**src/rtl/spi_pkg.sv**
```systemverilog
// Shared types for the SPI byte engine.
// State encoding and byte width.
package spi_pkg;

    localparam int SPI_BYTE_W = 8;

    typedef enum logic [2:0] {
        IDLE,
        SETUP,
        SHIFT,
        DONE,
        NEXT,
        HOLD
    } spi_eng_state_t;

endpackage

```
**src/rtl/spi_sck_divider.sv**
```systemverilog
// Half-period timer for sck generation.
// Emits half_tick every CLK_DIV cycles while run is high.
module spi_sck_divider #(
    parameter int CLK_DIV = 2
) (
    input  logic clk,
    input  logic rst,
    input  logic run,
    output logic half_tick
);

    localparam int W = (CLK_DIV > 1) ? $clog2(CLK_DIV) : 1;

    logic [W-1:0] cnt;

    assign half_tick = run && (cnt == W'(CLK_DIV - 1));

    // Count one sck half-period, restarting whenever run drops.
    always_ff @(posedge clk or negedge rst) begin
        if (!rst) begin
            cnt <= '0;
        end else if (!run || half_tick) begin
            cnt <= '0;
        end else begin
            cnt <= cnt + 1'b1;
        end
    end

endmodule

```
**src/rtl/spi_byte_engine.sv**
```systemverilog
// SPI mode-0 byte shifter below the SPI controller.
// Drives cs/sck/mosi, samples miso, reports each byte.
module spi_byte_engine
    import spi_pkg::*;
#(
    parameter int CLK_DIV  = 2,
    parameter int CS_SETUP = 1,
    parameter int CS_HOLD  = 1
) (
    input  logic                  clk,
    input  logic                  rst,
    input  logic                  en,
    input  logic [SPI_BYTE_W-1:0] din,
    output logic [SPI_BYTE_W-1:0] dout,
    output logic                  data_ready,
    output logic                  cs,
    output logic                  sck,
    output logic                  mosi,
    input  logic                  miso
);

    localparam int CMAX = (CS_SETUP > CS_HOLD) ? CS_SETUP : CS_HOLD;
    localparam int CW   = $clog2(CMAX + 1);
    localparam logic [2:0] LAST_BIT = 3'(SPI_BYTE_W - 1);

    spi_eng_state_t        state_q, state_d;
    logic [SPI_BYTE_W-1:0] tx_q, tx_d;
    logic [SPI_BYTE_W-1:0] rx_q, rx_d;
    logic [SPI_BYTE_W-1:0] dout_d;
    logic [2:0]            bit_q, bit_d;
    logic [CW-1:0]         cnt_q, cnt_d;
    logic                  cs_d, sck_d, mosi_d, rdy_d;
    logic                  half_tick;

    spi_sck_divider #(
        .CLK_DIV(CLK_DIV)
    ) u_div (
        .clk      (clk),
        .rst      (rst),
        .run      (state_q == SHIFT),
        .half_tick(half_tick)
    );

    // State and output registers; reset releases cs at once.
    always_ff @(posedge clk or negedge rst) begin
        if (!rst) begin
            state_q    <= IDLE;
            tx_q       <= '0;
            rx_q       <= '0;
            bit_q      <= '0;
            cnt_q      <= '0;
            dout       <= '0;
            data_ready <= 1'b0;
            cs         <= 1'b1;
            sck        <= 1'b0;
            mosi       <= 1'b0;
        end else begin
            state_q    <= state_d;
            tx_q       <= tx_d;
            rx_q       <= rx_d;
            bit_q      <= bit_d;
            cnt_q      <= cnt_d;
            dout       <= dout_d;
            data_ready <= rdy_d;
            cs         <= cs_d;
            sck        <= sck_d;
            mosi       <= mosi_d;
        end
    end

    // Next-state and next-output decode for the byte sequencer.
    always_comb begin
        state_d = state_q;
        tx_d    = tx_q;
        rx_d    = rx_q;
        bit_d   = bit_q;
        cnt_d   = cnt_q;
        dout_d  = dout;
        rdy_d   = 1'b0;
        cs_d    = cs;
        sck_d   = sck;
        mosi_d  = mosi;
        unique case (state_q)
            IDLE: begin
                cs_d  = 1'b1;
                sck_d = 1'b0;
                if (en) begin
                    tx_d    = din;
                    mosi_d  = din[SPI_BYTE_W-1];
                    cs_d    = 1'b0;
                    cnt_d   = '0;
                    state_d = SETUP;
                end
            end
            SETUP: begin
                if (cnt_q == CW'(CS_SETUP - 1)) begin
                    bit_d   = '0;
                    cnt_d   = '0;
                    state_d = SHIFT;
                end else begin
                    cnt_d = cnt_q + 1'b1;
                end
            end
            SHIFT: begin
                if (half_tick && !sck) begin
                    sck_d = 1'b1;
                    rx_d  = {rx_q[SPI_BYTE_W-2:0], miso};
                end else if (half_tick) begin
                    sck_d = 1'b0;
                    if (bit_q == LAST_BIT) begin
                        dout_d  = rx_q;
                        rdy_d   = 1'b1;
                        state_d = DONE;
                    end else begin
                        bit_d  = bit_q + 3'd1;
                        tx_d   = {tx_q[SPI_BYTE_W-2:0], 1'b0};
                        mosi_d = tx_q[SPI_BYTE_W-2];
                    end
                end
            end
            DONE: begin
                state_d = NEXT;
            end
            NEXT: begin
                if (en) begin
                    tx_d    = din;
                    mosi_d  = din[SPI_BYTE_W-1];
                    bit_d   = '0;
                    state_d = SHIFT;
                end else begin
                    // The NEXT cycle already counts toward the cs hold time.
                    cnt_d   = CW'(1);
                    cs_d    = (CS_HOLD <= 1);
                    state_d = HOLD;
                end
            end
            HOLD: begin
                if (cnt_q >= CW'(CS_HOLD)) begin
                    cnt_d   = '0;
                    state_d = IDLE;
                end else begin
                    cnt_d = cnt_q + 1'b1;
                    if (cnt_q >= CW'(CS_HOLD - 1)) begin
                        cs_d = 1'b1;
                    end
                end
            end
            default: begin
                state_d = IDLE;
            end
        endcase
    end

endmodule

```
**config.mk**
```make
export PLATFORM = sky130hd
export DESIGN_NAME = spi_byte_engine
export DESIGN_NICKNAME = d
export VERILOG_FILES = /design/src/rtl/spi_pkg.sv /design/src/rtl/spi_sck_divider.sv /design/src/rtl/spi_byte_engine.sv
export SDC_FILE = /design/constraint.sdc
export NUM_CORES = 1
export LEC_CHECK = 0
export CAP_MARGIN = 20
export CORE_MARGIN = 2
export CORE_UTILIZATION = 45
export CTS_BUF_LIST = sky130_fd_sc_hd__clkbuf_4
export DETAILED_ROUTE_END_ITERATION = 8
export PLACE_DENSITY = 0.82
export REMOVE_ABC_BUFFERS = 1
export SLEW_MARGIN = 20
export SYNTH_ARGS = -nofsm -noshare
export SYNTH_HDL_FRONTEND = slang
export SYNTH_HIERARCHICAL = 1
export SYNTH_SLANG_ARGS = --single-unit
```
**constraint.sdc**
```tcl
create_clock -name clk -period 2.12 [get_ports clk]
set_input_delay 0.636 -clock clk [delete_from_list [all_inputs] [get_ports clk]]
set_output_delay 0.636 -clock clk [all_outputs]
set_load 0.05 [all_outputs]
```
Word level (Yosys, flattened, before mapping)
Index checks and enable logic that the tools add are counted.
- $mul: 0
- divide/modulo/power cells: 0
- bitwise operators: 1
- reduce and logical (&&, ||, !) cells: 20
- shift-type cells: 0
- mux-type cells: 41
- equality and inequality tests: 19
- magnitude comparators: 2
- $add $sub $neg: 3
- operators with widths (kind ; count):
    2-to-1 mux 3 bit ; 12
    2-to-1 mux 7 bit ; 4
    inequality test 2 bit (second input constant) ; 11
    2-to-1 mux 1 bit ; 18
    case mux 3 bit (6 select lines) ; 1
    case mux 7 bit (2 select lines) ; 1
    AND reduction 6 bit ; 2
    equality test 3 bit (second input constant) ; 3
    case mux 3 bit (3 select lines) ; 1
    AND reduction 4 bit ; 2
    equality test 3 x 2 -> 1 bit (second input constant) ; 2
    nonzero test 3 bit ; 2
    AND reduction 5 bit ; 1
    case mux 1 bit (2 select lines) ; 2
    case mux 1 bit (4 select lines) ; 1
    AND reduction 2 bit ; 2
    nonzero test 2 bit ; 2
    nonzero test 4 bit ; 1
    adder 3 x 1 -> 3 bit (second input constant) ; 1
    equality test 3 x 1 -> 1 bit (second input constant) ; 1
    zero test 3 bit ; 1
    inequality test 3 bit (second input constant) ; 1
    case mux 1 bit (3 select lines) ; 1
    AND reduction 3 bit ; 1
    8 further kinds ; 12
- output and inout bits: 12
- bits in latches: 0
- logic and storage cells: 97
- bits of input ports: 12
- memories: 0
- flip-flop bits (word level): 35
- bits in read-only memories: 0
- RAM bits: 0

Logic depth before layout (Yosys ltp)
Gate-level depths: netlist of run 1.
- depth after elaboration: 5
- mapped depth: 9

Modules after synthesis
Netlist of run 1, hierarchy kept.
- by module, submodules not included (module ; sequential area each (sq um) ; cells each ; instances ; area an instance (sq um)):
    spi_byte_engine ; 852.1 ; 117 ; 1 ; 1607.8
    spi_sck_divider ; 25.0 ; 3 ; 1 ; 41.3

Least setup slack after synthesis of run 1
No wires, ideal clock.
- path type: register -> register
- from: reg state_q[1]
- to: reg dout[0]
- arrival time: 2.195 ns
- cell stages (with the launch flop): 10
- setup slack: -0.200 ns
- required time: 1.995 ns
- path through: dfrtp_1 > buf_2 > clkbuf_1 > nor3b_1 > and2_2 > nor4bb_1 > buf_4 > and3_4 > buf_12 > mux2_4
- longest elaborated chain between the ends: 5
- ends and longest elaborated chain (item ; RTL line ; RTL):
    start: declaration ; spi_byte_engine.sv:26 ; spi_eng_state_t state_q, state_d;
    start signal: assignment ; spi_byte_engine.sv:58 ; state_q <= state_d;
    equality test 3 x 2 -> 1 bit * ; spi_byte_engine.sv:40 ; .run (state_q == SHIFT),
    logical AND 1 bit * ; spi_sck_divider.sv:16 ; assign half_tick = run && (cnt == W'(CLK_DIV - 1));
    named net half_tick ; spi_byte_engine.sv:33 ; logic half_tick;
    logical AND 1 bit ; spi_byte_engine.sv:105 ; if (half_tick && !sck) begin
    NOT 1 bit (no source line) ; - ;
    AND reduction 4 bit (no source line) * ; - ;
    end signal: assignment ; spi_byte_engine.sv:63 ; dout <= dout_d;
    end: declaration ; spi_byte_engine.sv:14 ; output logic [SPI_BYTE_W-1:0] dout,
Mark *: on every way through the listed nets, which the timed path passes. The rest lies on a longest branch.
A chain may end at the register's enable or synchronous reset.

Final worst setup path of run 1
- from: reg state_q[0]
- to: reg dout[5]
The elaborated chain is that of the path after synthesis.

==> out/metrics.yaml, run 1 <==
cts_buffers: 5
highest_layer: "met4"
wl_per_cell_um: 14.1
cpMaxStageDelayCell: "dfrtp_1"
die_w_um: 64.5
cp.depth: 6
clk_latency_ns: 0.34
wl_um: 2860
max_freq_mhz: 505
initial_utilization_pct: 48.3
vias: 1062
cp.required_ns: 2.36
worst_pin_slew_ns: 0.488
io_buffers: 23
grt-ovfl-total: 0
grt_pass1_vias: 1015
synth_flop_cell: "dfrtp_1"
p_total_mw: 2.09
synth_area_mm2: 0.00165
startpoint: "state_q[0]"
cp_top_family: "simple AND/OR/NAND/NOR gates"
diodes: 0
rsz0062_at_grt: "false"
drc: 0
power_per_cell_area_mw_per_mm2: 1030
grt_max_degree: 36
multi_input_area_um2: 728
fin_skew_ns: 0.0170
h-tree-depth: 2
fin_crit_ns: 1.98
synth_seq_cells: 35
maxCapViolations: 0
reg2reg_from: "state_q[0]"
synth_async_sr_flop_share_pct: 100
ir_drop_uv: 530
dieArea_mm2: 0.00416
criticalPathCategory: "reg -> reg"
cts_buffer_depth: 2
crit_path_start_kind: "flip-flop"
timing.max_slew.rel_slack_pct: 67.6
die_y_um: 64.5
finalHoldViolations: 0
synth_cell_types: 37
synth_warnings: 6
met1_length_um: 1280
ant_nets: 0
p_leak_nw: 0.961
drive_gt1_share_pct: 46.2
hp-class: "reg -> reg"
cts_sinks: 35
dr_wl_met3_um: 129
synth_edf_count: 0
worst_hold_slack_ns: 0.519
gp_congestion: 0.770
grt_first_pass_wirelength_um: 4550
path_cells: "nor3b_2 -> and2_2 -> nor4bb_4 -> buf_4 -> and3_2 -> mux2_4"
wl_met2_um: 1400
crit_path_end_kind: "flip-flop"
r2r_slack_ns: 0.14
worstRegToRegCells: 6
clk_pin_slew_worst_paths_ns: 0.11
clock-root-buffer: "clkbuf_4"
rows: 21
grt_use_total_pct: 14.6
holdBufCountCts: 0
max_stage_delay_ns: 0.40
cp_max_fo: 5
rr_endpoint: "dout[5]"
drt_iter0_markers: 56
nFillCells: 299
yosys.area.top_type_share_pct: 51.6
syn_to_final_growth_pct: 22.7
crit_buf_inv: 1
tritoncts: "done"
core_mm2: 0.00342
antenna_found_initial: 0
num_io_pins: 24
yosysSeqAreaShare_pct: 53.2
final_nets: 169
status: "complete, no violations"
crit_arrival_ns: 2.22
min_period_over_period_pct: 93.3
dp.final_hpwl_um: 1970
avgSynthCellArea_um2: 13.7
seqCellArea_um2: 877
yosys-top-cells-area: "dfrtp_1, mux2_2, mux2_4, o21ai_0, dfstp_2"
report.final.slew_viol_count: 0
via_per_inst: 5.26
yosys.area.top_type: "dfrtp_1"
drt-pass1-iter-count: 4
setup_viol: 0
crit_path_end: "dout[5]"
syn_inst: 120
## registers in the layout, summed over array words and instances, names as in the netlist
register / flops
mosi: 1
rx_q: 8
tx_q: 7
state_q: 3
sck: 1
dout: 8
u_div/cnt: 1
data_ready: 1
cs: 1
cnt_q: 1
bit_q: 3
## where the power goes
group          switching, mW  internal [mW]  total (mW)
sequential            0.0937          0.829       0.922
clock                  0.220          0.141       0.361
combinational          0.398          0.411       0.809
## per-layer routing
metal,vias to the layer above,GRT usage [%]
li1,502,-
met1,534,17.4
met2,20,23.6
met3,6,5.38
met4,0,6.38
met5,-,0
## through the flow
stage / std cells / worst slack (ns) / setup TNS [ns] / util (%) / area [µm²]
final: 202 / 0.142 / 0 / 59.2 / 2020
after global routing: 202 / 0.0387 / 0 / 59.2 / 2020
after CTS: 200 / 0.0749 / 0 / 58.1 / 1980
after detailed placement: 192 / -0.0238 / -0.0966 / 56.4 / 1930
after global placement: 192 / 0.00637 / 0 / 56.4 / 1930
after floorplan: 113 / -0.471 / -10.31 / - / 1590
## layout make-up
| type | instances | share of cell area (%) |
|---|---|---|
| Sequential cell | 35 | 43.4 |
| Multi-Input combinational cell | 75 | 36.0 |
| Timing Repair Buffer | 34 | 14.2 |
| Tap cell | 46 | 2.84 |
| Clock buffer | 6 | 2.23 |
| Inverter | 4 | 0.742 |
| Clock inverter | 2 | 0.618 |
## cell usage after synthesis, types with 2 or more instances
master	number
clkbuf_1	2
nor2b_1	4
a31o_2	2
nor3b_1	3
mux2_4	8
buf_4	2
and2b_1	2
nand2_1	2
ha_1	2
mux2_2	22
inv_1	4
dfrtp_1	34
and3_1	2
a21oi_1	2
o21ai_0	7
## placed cells by master (no fill, tap or decap), drive strengths merged, types with 2 or more instances in the layout
master and instances:
dfrtp 34, mux2 30, buf 21, clkdlybuf4s50 11, o21ai 7, clkbuf 6
nor2b 4, inv 4, and3 4, nor3b 3, a21oi 3, and2b 3
nand2 2, a31o 2, ha 2
## worst min path at each step
stage                 start  endpoint  slack [ns]  cells after the start
global route        tx_q[1]   tx_q[1]        0.52                      1
detailed placement  tx_q[1]   tx_q[1]        0.49                      1
floorplan               rst  bit_q[0]        0.34                      0
finish              tx_q[4]   tx_q[4]        0.52                      1
global placement    tx_q[3]   tx_q[3]        0.48                      1
CTS                 tx_q[1]   tx_q[1]        0.52                      1
## cells by family (layout without fill, tap and decap cells)
kind of cell / count (synthesis) / in the layout / share of synthesized area, %
xor+xnor: 1 / 1 / 0.531
compound gates: 20 / 20 / 8.65
flops: 35 / 35 / 53.2
mux: 31 / 31 / 22.9
simple gates: 20 / 21 / 8.72
fa+ha+maj: 2 / 2 / 1.52
buf+inv: 11 / 46 / 4.48
## repair_timing
action                     4_1_cts  5_1_grt
resized for setup                2        4
setup endpoints to repair        6       16
setup buffers                    0        0
gates cloned                     0        2
pin swaps                        0        1
Power figures use the tool's default switching activity.
==> run 2, diff against run 1 <==
- SKIP_CTS_REPAIR_TIMING: default -> 1
==> run 2 against run 1 <==
Via count hardly changed. Critical path depth stayed put. First-iteration DRC count is 25% higher. Highest routed layer unchanged. Non-clock buffer count stayed put. Die area stayed put. Maximum frequency hardly changed. Register-to-register slack hardly changed. Routed wire length is 0.60% higher. Sequential cell count stayed put. Core utilization is 0.11 points higher.
==> out/metrics.yaml, run 2 (synthesis results as in run 1) <==
max_freq_mhz: 505  # about the same
path_cells: "nor3b_2 -> and2_2 -> nor4bb_4 -> buf_4 -> and3_2 -> mux2_4"
r2r_slack_ns: 0.14  # about the same
drive_gt1_share_pct: 46.2  # unchanged
syn_to_final_growth_pct: 22.9
via_per_inst: 5.26  # about the same
fin_crit_ns: 1.98  # +0.00189 ns
dp.final_hpwl_um: 1970  # unchanged
clk_latency_ns: 0.34  # about the same
min_path_cells: 1  # unchanged
grt_pass1_vias: 1015  # unchanged
max_stage_delay_ns: 0.40  # about the same
mostFrequentLayoutCells: "dfrtp_1, mux2_2, buf_4, clkdlybuf4s50_1, mux2_4"
cts_buffers: 5  # unchanged
cp.required_ns: 2.36  # about the same
grt_first_pass_wirelength_um: 4550  # unchanged
finalHoldViolations: 0  # unchanged
reg2reg_from: "state_q[0]"
io_buffers: 23  # unchanged
hp-class: "reg -> reg"
power_per_cell_area_mw_per_mm2: 1030  # -0.10%
grt_use_total_pct: 14.6  # unchanged
wl_per_cell_um: 14.2  # +0.60%
dieArea_mm2: 0.00416  # unchanged
ant_nets: 0  # unchanged
vias: 1063  # +0.094%
grt_max_degree: 36  # unchanged
cp_max_fo: 5  # unchanged
fin_skew_ns: 0.0193  # +0.00228 ns
top_regs: "dout: 8 flops, rx_q: 8 flops, tx_q: 7 flops"
ir_drop_uv: 529  # about the same
diodes: 0  # unchanged
final_common_cell: "dfrtp_1"
initial_utilization_pct: 48.3  # unchanged
place_area_mm2: 0.00193  # unchanged
worst_pin_slew_ns: 0.504  # +0.0165 ns
report.final.slew_viol_count: 0  # unchanged
criticalPathCategory: "reg -> reg"
cts_buffer_depth: 2  # unchanged
tritoncts: "done"
worstRegToRegCells: 6  # unchanged
antenna_found_initial: 0  # unchanged
grt-ovfl-total: 0  # unchanged
wl_um: 2870  # +0.60%
cts_sinks: 35  # unchanged
die_w_um: 64.5  # unchanged
min_from: "tx_q[4]"
num_io_pins: 24  # unchanged
setup_viol: 0  # unchanged
drt_iter0_markers: 70  # +25%
hold_end: "tx_q[4]"
h-tree-depth: 2  # unchanged
final_nets: 169  # unchanged
core_mm2: 0.00342  # unchanged
fin_area_mm2: 0.00203  # +0.19%
crit_path_start_kind: "flip-flop"
clk_pin_slew_worst_paths_ns: 0.12  # about the same
drt-pass1-iter-count: 4  # unchanged
timing.max_slew.rel_slack_pct: 66.3  # -1.3 points
clock-root-buffer: "clkbuf_4"
maxCapViolations: 0  # unchanged
p_leak_nw: 0.975  # +1.4%
rows: 21  # unchanged
drc: 0  # unchanged
status: "complete, no violations"
crit_path_end_kind: "flip-flop"
rsz0062_at_grt: "false"
min_period_over_period_pct: 93.4  # about the same
crit_arrival_ns: 2.22  # about the same
gp_congestion: 0.770  # unchanged
die_y_um: 64.5  # unchanged
cpMaxStageDelayCell: "dfrtp_1"
worst_hold_slack_ns: 0.519  # unchanged
rr_endpoint: "dout[5]"
## run 2: changes by cell type in the layout (fill, tap and decap cells not counted)
cell            change
dlygate4sd2_1       -1
dlymetal6s2s_1      +1
## run 2: power breakdown
| group | switching, mW | leakage [nW] | internal, mW |
|---|---|---|---|
| Sequential | 0.0936 | 0.464 | 0.829 |
| Combinational | 0.398 | 0.480 | 0.411 |
| Clock | 0.221 | 0.0317 | 0.141 |
## run 2: critical path: cells and delay by family, from the launching register on
| kind | cells | cell delay, ns |
|---|---|---|
| AND/OR/NAND/NOR | 4 | 0.98 |
| flip-flops | 1 | 0.40 |
| multiplexers | 1 | 0.31 |
| buffers and inverters | 1 | 0.19 |
## run 2: area by class of cell
| class | instances | area (µm²) |
|---|---|---|
| timing repair buffer | 34 | 292 |
| tap | 46 | 57.6 |
| fill | 299 | 1390 |
| multi-input combinational | 75 | 728 |
| sequential | 35 | 877 |
| inverter | 4 | 15.0 |
| clock buffer | 6 | 45.0 |
| clock inverter | 2 | 12.5 |
## run 2: through the flow
stage                     instances  TNS (ns)  worst slack (ns)  utilization (%)  power (mW)
after floorplan                 113    -10.31            -0.471                -        1.46
after global placement          192         0           0.00637             56.4        1.68
after detailed placement        192   -0.0966           -0.0238             56.4        1.72
after CTS                       200   -0.0207          -0.00712             58.1        2.09
after global routing            202         0            0.0387             59.3        2.24
final                           202         0             0.140             59.3        2.09
## run 2: routing by layer
| layer | track usage [%] | share of wire (%) |
|---|---|---|
| met1 | 17.4 | 44 |
| met2 | 23.6 | 49 |
| met3 | 5.38 | 4.6 |
| met4 | 6.38 | 1.6 |
| met5 | 0 | 0 |
## run 2: worst max path at each step
stage	cells past startpoint	start	slack [ns]	end
detailed placement	6	en	-0.02	tx_q[6]
finish	6	state_q[0]	0.14	dout[5]
global route	6	state_q[0]	0.04	rx_q[3]
global placement	6	en	0.006	tx_q[3]
floorplan	5	state_q[1]	-0.47	rx_q[0]
CTS	6	state_q[0]	-0.007	rx_q[3]
